## config.mk

```make
export PLATFORM = sky130hd
export DESIGN_NAME = dmac_write_req_gen
export DESIGN_NICKNAME = d
export VERILOG_FILES = /design/src/rtl/dmac_write_req_gen.sv
export SDC_FILE = /design/constraint.sdc
export NUM_CORES = 1
export LEC_CHECK = 0
export CAP_MARGIN = 30
export CORE_AREA = 2 2 130 132
export CTS_BUF_LIST = sky130_fd_sc_hd__clkbuf_16
export DETAILED_ROUTE_END_ITERATION = 16
export DIE_AREA = 0 0 132 134
export GPL_TIMING_DRIVEN = 0
export HOLD_SLACK_MARGIN = 0.12
export PLACE_DENSITY = 0.83
export SLEW_MARGIN = 20
export SYNTH_ARGS = -nofsm -noshare
export SYNTH_HDL_FRONTEND = slang
export SYNTH_SLANG_ARGS = --single-unit
```

## constraint.sdc

```tcl
create_clock -name clk -period 9.1 [get_ports clk]
set_clock_uncertainty 0.05 [all_clocks]
set_input_delay 2.73 -clock clk [delete_from_list [all_inputs] [get_ports clk]]
set_output_delay 2.73 -clock clk [all_outputs]
set_load 0.01 [all_outputs]
```

## src/rtl/dmac_write_req_gen.sv

```systemverilog
// DMA write-request generator: splits one write command into AXI AW bursts
// (burst-length and 4KB-page limited), tracks outstanding B responses and reports completion.
//
// state     | meaning
// IDLE      | waiting for a command
// REQ       | issuing AW bursts
// WAIT_RESP | all bursts issued, draining B responses
// DONE      | completion presented until done_ready
module dmac_write_req_gen #(
  parameter int ADDR_WD         = 32,
  parameter int MAX_BURST_LEN   = 16,
  parameter int MAX_OUTSTANDING = 8
) (
  input  logic               clk,
  input  logic               rst,
  input  logic               cmd_valid,
  output logic               cmd_ready,
  input  logic [ADDR_WD-1:0] cmd_dst_addr,
  input  logic [1:0]         cmd_burst,
  input  logic [ADDR_WD-1:0] cmd_len,
  input  logic [2:0]         cmd_size,
  output logic               wr_req_valid,
  input  logic               wr_req_ready,
  output logic [ADDR_WD-1:0] wr_req_addr,
  output logic [1:0]         wr_req_burst,
  output logic [7:0]         wr_req_len,
  output logic [2:0]         wr_req_size,
  input  logic               wr_resp_valid,
  output logic               wr_resp_ready,
  input  logic [1:0]         wr_resp_resp,
  output logic               done_valid,
  input  logic               done_ready,
  output logic               done_err
);

  localparam int OW = $clog2(MAX_OUTSTANDING + 1);
  localparam logic [ADDR_WD-1:0] BURST_CAP = ADDR_WD'(MAX_BURST_LEN);
  localparam logic [ADDR_WD-1:0] FIXED_CAP = ADDR_WD'((MAX_BURST_LEN < 16) ? MAX_BURST_LEN : 16);
  localparam logic [1:0] BURST_FIXED = 2'b00;

  typedef enum logic [1:0] {IDLE, REQ, WAIT_RESP, DONE} state_t;

  state_t             state_q, state_d;
  logic [ADDR_WD-1:0] addr_q, addr_d;
  logic [ADDR_WD-1:0] rem_q, rem_d;
  logic [1:0]         burst_q, burst_d;
  logic [2:0]         size_q, size_d;
  logic [OW-1:0]      outst_q, outst_d;
  logic               err_q, err_d;

  logic [12:0]        page_room;
  logic [ADDR_WD-1:0] cap;
  logic [ADDR_WD-1:0] beats;
  logic               aw_hs, b_hs;

  // All outputs decode flops only, so there is no input-to-output path.
  assign cmd_ready     = (state_q == IDLE);
  assign wr_req_valid  = (state_q == REQ) && (outst_q < OW'(MAX_OUTSTANDING));
  assign wr_req_addr   = addr_q;
  assign wr_req_burst  = burst_q;
  assign wr_req_size   = size_q;
  assign wr_req_len    = 8'(beats - ADDR_WD'(1));
  assign wr_resp_ready = (state_q == REQ) || (state_q == WAIT_RESP);
  assign done_valid    = (state_q == DONE);
  assign done_err      = (state_q == DONE) && err_q;

  assign aw_hs = wr_req_valid && wr_req_ready;
  assign b_hs  = wr_resp_valid && wr_resp_ready;

  always_comb begin
    page_room = (13'h1000 - {1'b0, addr_q[11:0]}) >> size_q;
    if (burst_q == BURST_FIXED) begin
      cap = FIXED_CAP;
    end else if (ADDR_WD'(page_room) < BURST_CAP) begin
      cap = ADDR_WD'(page_room);
    end else begin
      cap = BURST_CAP;
    end
    // An address misaligned to the beat size can leave less than one beat
    // before the page end; issue a single beat rather than stalling forever.
    if (cap == '0) cap = ADDR_WD'(1);
    beats = (rem_q < cap) ? rem_q : cap;
  end

  always_comb begin
    state_d = state_q;
    addr_d  = addr_q;
    rem_d   = rem_q;
    burst_d = burst_q;
    size_d  = size_q;
    outst_d = outst_q;
    err_d   = err_q;

    if (b_hs && (wr_resp_resp != 2'b00)) err_d = 1'b1;

    if (aw_hs && !b_hs) begin
      outst_d = outst_q + OW'(1);
    end else if (b_hs && !aw_hs && (outst_q != '0)) begin
      outst_d = outst_q - OW'(1);
    end

    case (state_q)
      IDLE: begin
        if (cmd_valid) begin
          addr_d  = cmd_dst_addr;
          burst_d = cmd_burst;
          rem_d   = cmd_len;
          size_d  = cmd_size;
          err_d   = 1'b0;
          if (cmd_len == '0) begin
            state_d = DONE;
          end else if (cmd_burst[1]) begin
            err_d   = 1'b1;
            state_d = DONE;
          end else begin
            state_d = REQ;
          end
        end
      end
      REQ: begin
        if (aw_hs) begin
          rem_d = rem_q - beats;
          if (burst_q != BURST_FIXED) addr_d = addr_q + (beats << size_q);
          if (rem_q == beats) state_d = WAIT_RESP;
        end
      end
      WAIT_RESP: begin
        if (outst_d == '0) state_d = DONE;
      end
      DONE: begin
        if (done_ready) state_d = IDLE;
      end
      default: state_d = IDLE;
    endcase
  end

  always_ff @(posedge clk) begin
    if (rst) begin
      state_q <= IDLE;
      addr_q  <= '0;
      rem_q   <= '0;
      burst_q <= '0;
      size_q  <= '0;
      outst_q <= '0;
      err_q   <= 1'b0;
    end else begin
      state_q <= state_d;
      addr_q  <= addr_d;
      rem_q   <= rem_d;
      burst_q <= burst_d;
      size_q  <= size_d;
      outst_q <= outst_d;
      err_q   <= err_d;
    end
  end

endmodule

```

==> flow_summary.json <==
{
  "status": "completed",
  "worst_slack_ns": 0.359,
  "fmax_mhz": 114,
  "clockPowerShare_pct": 10.8,
  "placed_cell_area_um2": 9610,
  "dp_hpwl_um": 20900,
  "final_nets": 1390,
  "drt_iter0_markers": 839,
  "antennaDiodeCount": 0,
  "critPathCaptureType": "output port",
  "clockRootBuffer": "clkbuf_16",
  "grt_max_degree": 15,
  "synth_ff_type": "dfxtp_1",
  "fin_area_um2": 9960,
  "die-area_um2": 17700,
  "cts_buffer_depth": 2,
  "clk_latency_ns": 0.36,
  "antenna_left": 0,
  "vias": 9291,
  "rows": 47,
  "setup_violations": 0,
  "slew_headroom_pct": 33.5,
  "syn_to_final_growth_pct": 24.1,
  "synth-adder-area-share_pct": 10.5,
  "synth_edf_count": 0,
  "synth_top_family_by_area": "compound AO/OA/AOI/OAI gates",
  "worst_pin_slew_ns": 0.997,
  "yosys_warnings": 0,
  "p_comb_share_pct": 70.0,
  "synthCells": 1094,
  "cts_max_level": 3,
  "sw_frac_of_total_pct": 51.9,
  "startpoint_type": "register",
  "final_cell_mix": "clkdlybuf4s50_1, nor2_1, a21oi_1",
  "arrival_ns": 5.96,
  "whs_ns": 0.409,
  "core_area_um2": 16300,
  "yosysSeqAreaShare_pct": 18.9,
  "crit_fanout": 10,
  "muxShareOfSynthArea_pct": 6.34,
  "globalplace.congestion": 0.996,
  "firstDrtPassIters": 6,
  "fin_crit_sh_pct": 96.1,
  "hold_viol": 0,
  "grt_pass1_wl_um": 43900,
  "crit_path_max_incr_delay_ns": 0.56,
  "synthSimpleGateAreaFrac_pct": 24.4,
  "finalSetupTns_ns": 0,
  "leakage_nw": 3.90,
  "final-instance-count-excl-fill": 1472,
  "ys_seq_elements": 76,
  "syn_area_um2": 8030,
  "power_switching_mw": 1.69,
  "synth.avg_cell_area_um2": 7.34,
  "die_w_um": 132,
  "grt_pass1_vias": 8728,
  "r2r_slack_ns": 0.74,
  "dp.cells": 1455,
  "crit_required_ns": 6.32,
  "port_buffers": 124,
  "dpl_worst_slack_ns": 0.105,
  "cts_tree": "done",
  "hp-class": "register to register",
  "critical-path-top-delay-family": "compound AO/OA/AOI/OAI gates",
  "cp_num_buf_inv": 5,
  "initial_core_util_pct": 49.3,
  "clk_pin_slew_ns": 0.07,
  "totalWireLength_um": 27600,
  "die_y_um": 134,
  "track_usage_pct": 30.4,
  "synth_compound_gate_area_share_pct": 28.9,
  "seqPwrFrac_pct": 19.2,
  "yosys.area_share.xor_xnor_pct": 5.02,
  "crit_type": "register to output port",
  "drc": 0,
  "timing.max_cap.violations": 0,
  "ys_types": 86,
  "layout_commonest_cell": "clkdlybuf4s50_1",
  "synth-async-reset-ratio_pct": 0,
  "numCtsBuffers": 9,
  "pin_count": 127,
  "final_util_pct": 61.2,
  "internal_power_mw": 1.56,
  "grt-ovfl-total": 0,
  "vias_per_cell": 6.31,
  "slew_viol_final": 0,
  "wl_per_cell_um": 18.7,
  "drive_gt1_share_pct": 5.35,
  "fin_crit_ns": 8.74,
  "antenna_found_initial": 0,
  "p_per_area_nw_per_um2": 326,
  "cp_slowest_cell": "clkdlybuf4s50_1",
  "finalPower_mw": 3.25,
  "cts.sinks": 76,
  "ir_drop_v": 0.000178
}
## worst paths after layout
kind | startpoint | to | cells past startpoint
setup / recovery | wr_req_addr[1]$_SDFFE_PP0P_ | wr_req_len[4] | 25
hold / removal | rem_q[19]$_SDFFE_PP0P_ | rem_q[19]$_SDFFE_PP0P_ | 2
setup reg to reg | wr_req_addr[1]$_SDFFE_PP0P_ | wr_req_addr[31]$_SDFFE_PP0P_ | 35
hold reg to reg | rem_q[19]$_SDFFE_PP0P_ | rem_q[19]$_SDFFE_PP0P_ | 2
## metal layers
layer | routed length, um | GRT usage (%)
met1 | 11300 | 39.2
met2 | 12800 | 50.2
met3 | 2460 | 4.88
met4 | 1070 | 13.8
met5 | 0 | 0
## worst reg2reg max path, delay by kind of cell (launching register included)
family | cells | cell delay (ns)
AO/OA/AOI/OAI | 22 | 5.14
adder cells (fa/ha/maj) | 3 | 0.75
flip-flops | 1 | 0.41
buffers and inverters | 5 | 0.76
AND/OR/NAND/NOR | 5 | 1.17
## power by group through the flow
stage	Combinational, mW	Sequential (mW)	Clock (mW)
after floorplan	1.55	0.592	0
after global placement	2.14	0.614	0
after detailed placement	2.18	0.618	0
after CTS	2.20	0.612	0.347
after global routing	2.48	0.636	0.360
final	2.27	0.623	0.350
## cell usage after synthesis (all sizes together) (5+ instances only)
cell,instances,share of area (%)
nand3,28,1.7
a21o,23,2.2
inv,41,1.9
nor2b,13,1.0
a21boi,8,0.75
buf,16,1.3
mux2i,37,4.6
nand2b,10,0.78
ha,64,10
o22ai,7,0.55
and3,7,0.55
o21bai,5,0.47
o21a,7,0.65
o211ai,5,0.47
nor2,115,5.4
o31ai,7,0.72
dfxtp,76,19
nand2,94,4.4
or4,6,0.61
a21oi,108,6.8
a31oi,11,0.86
a221oi,6,0.73
nand4,19,1.5
xor2,14,1.5
clkbuf,55,2.6
o221ai,7,0.76
xnor2,32,3.5
and2,9,0.70
o21ai,69,4.3
a211oi,35,3.3
nor3,33,2.1
a311oi,6,0.65
nor3b,9,0.84
or3,11,0.86
nor4,19,1.7
a22oi,7,0.83
or2,5,0.39
## logic make-up after synthesis
logic type               Yosys count
adder cells (fa/ha/maj)           66
XOR/XNOR                          46
other                              2
multiplexers                      45
AND/OR/NAND/NOR                  395
flip-flops                        76
AO/OA/AOI/OAI                    351
buffers and inverters            113
## repair_timing
item	4_1_cts	5_1_grt
pin swaps	0	1
endpoints found under the setup margin	4	10
cloned	0	0
hold buffers	0	0
resized for setup	5	8
setup buffers	0	1
## sequential cells by signal, summed over array words and instances (netlist names)
name,flops
outst_q,4
rem_q,32
wr_req_addr,32
state_q,2
wr_req_size,3
err_q,1
wr_req_burst,2
## cell type report
type	count	area, um2
clock buffers	9	225
inverters	42	158
plain buffers	71	314
multi-input cells	922	6170
clock inverters	7	52.6
flip-flops and latches	76	1520
well taps	220	275
fillers	1523	6330
repair buffers	125	1250
Power figures use the tool's default switching activity.
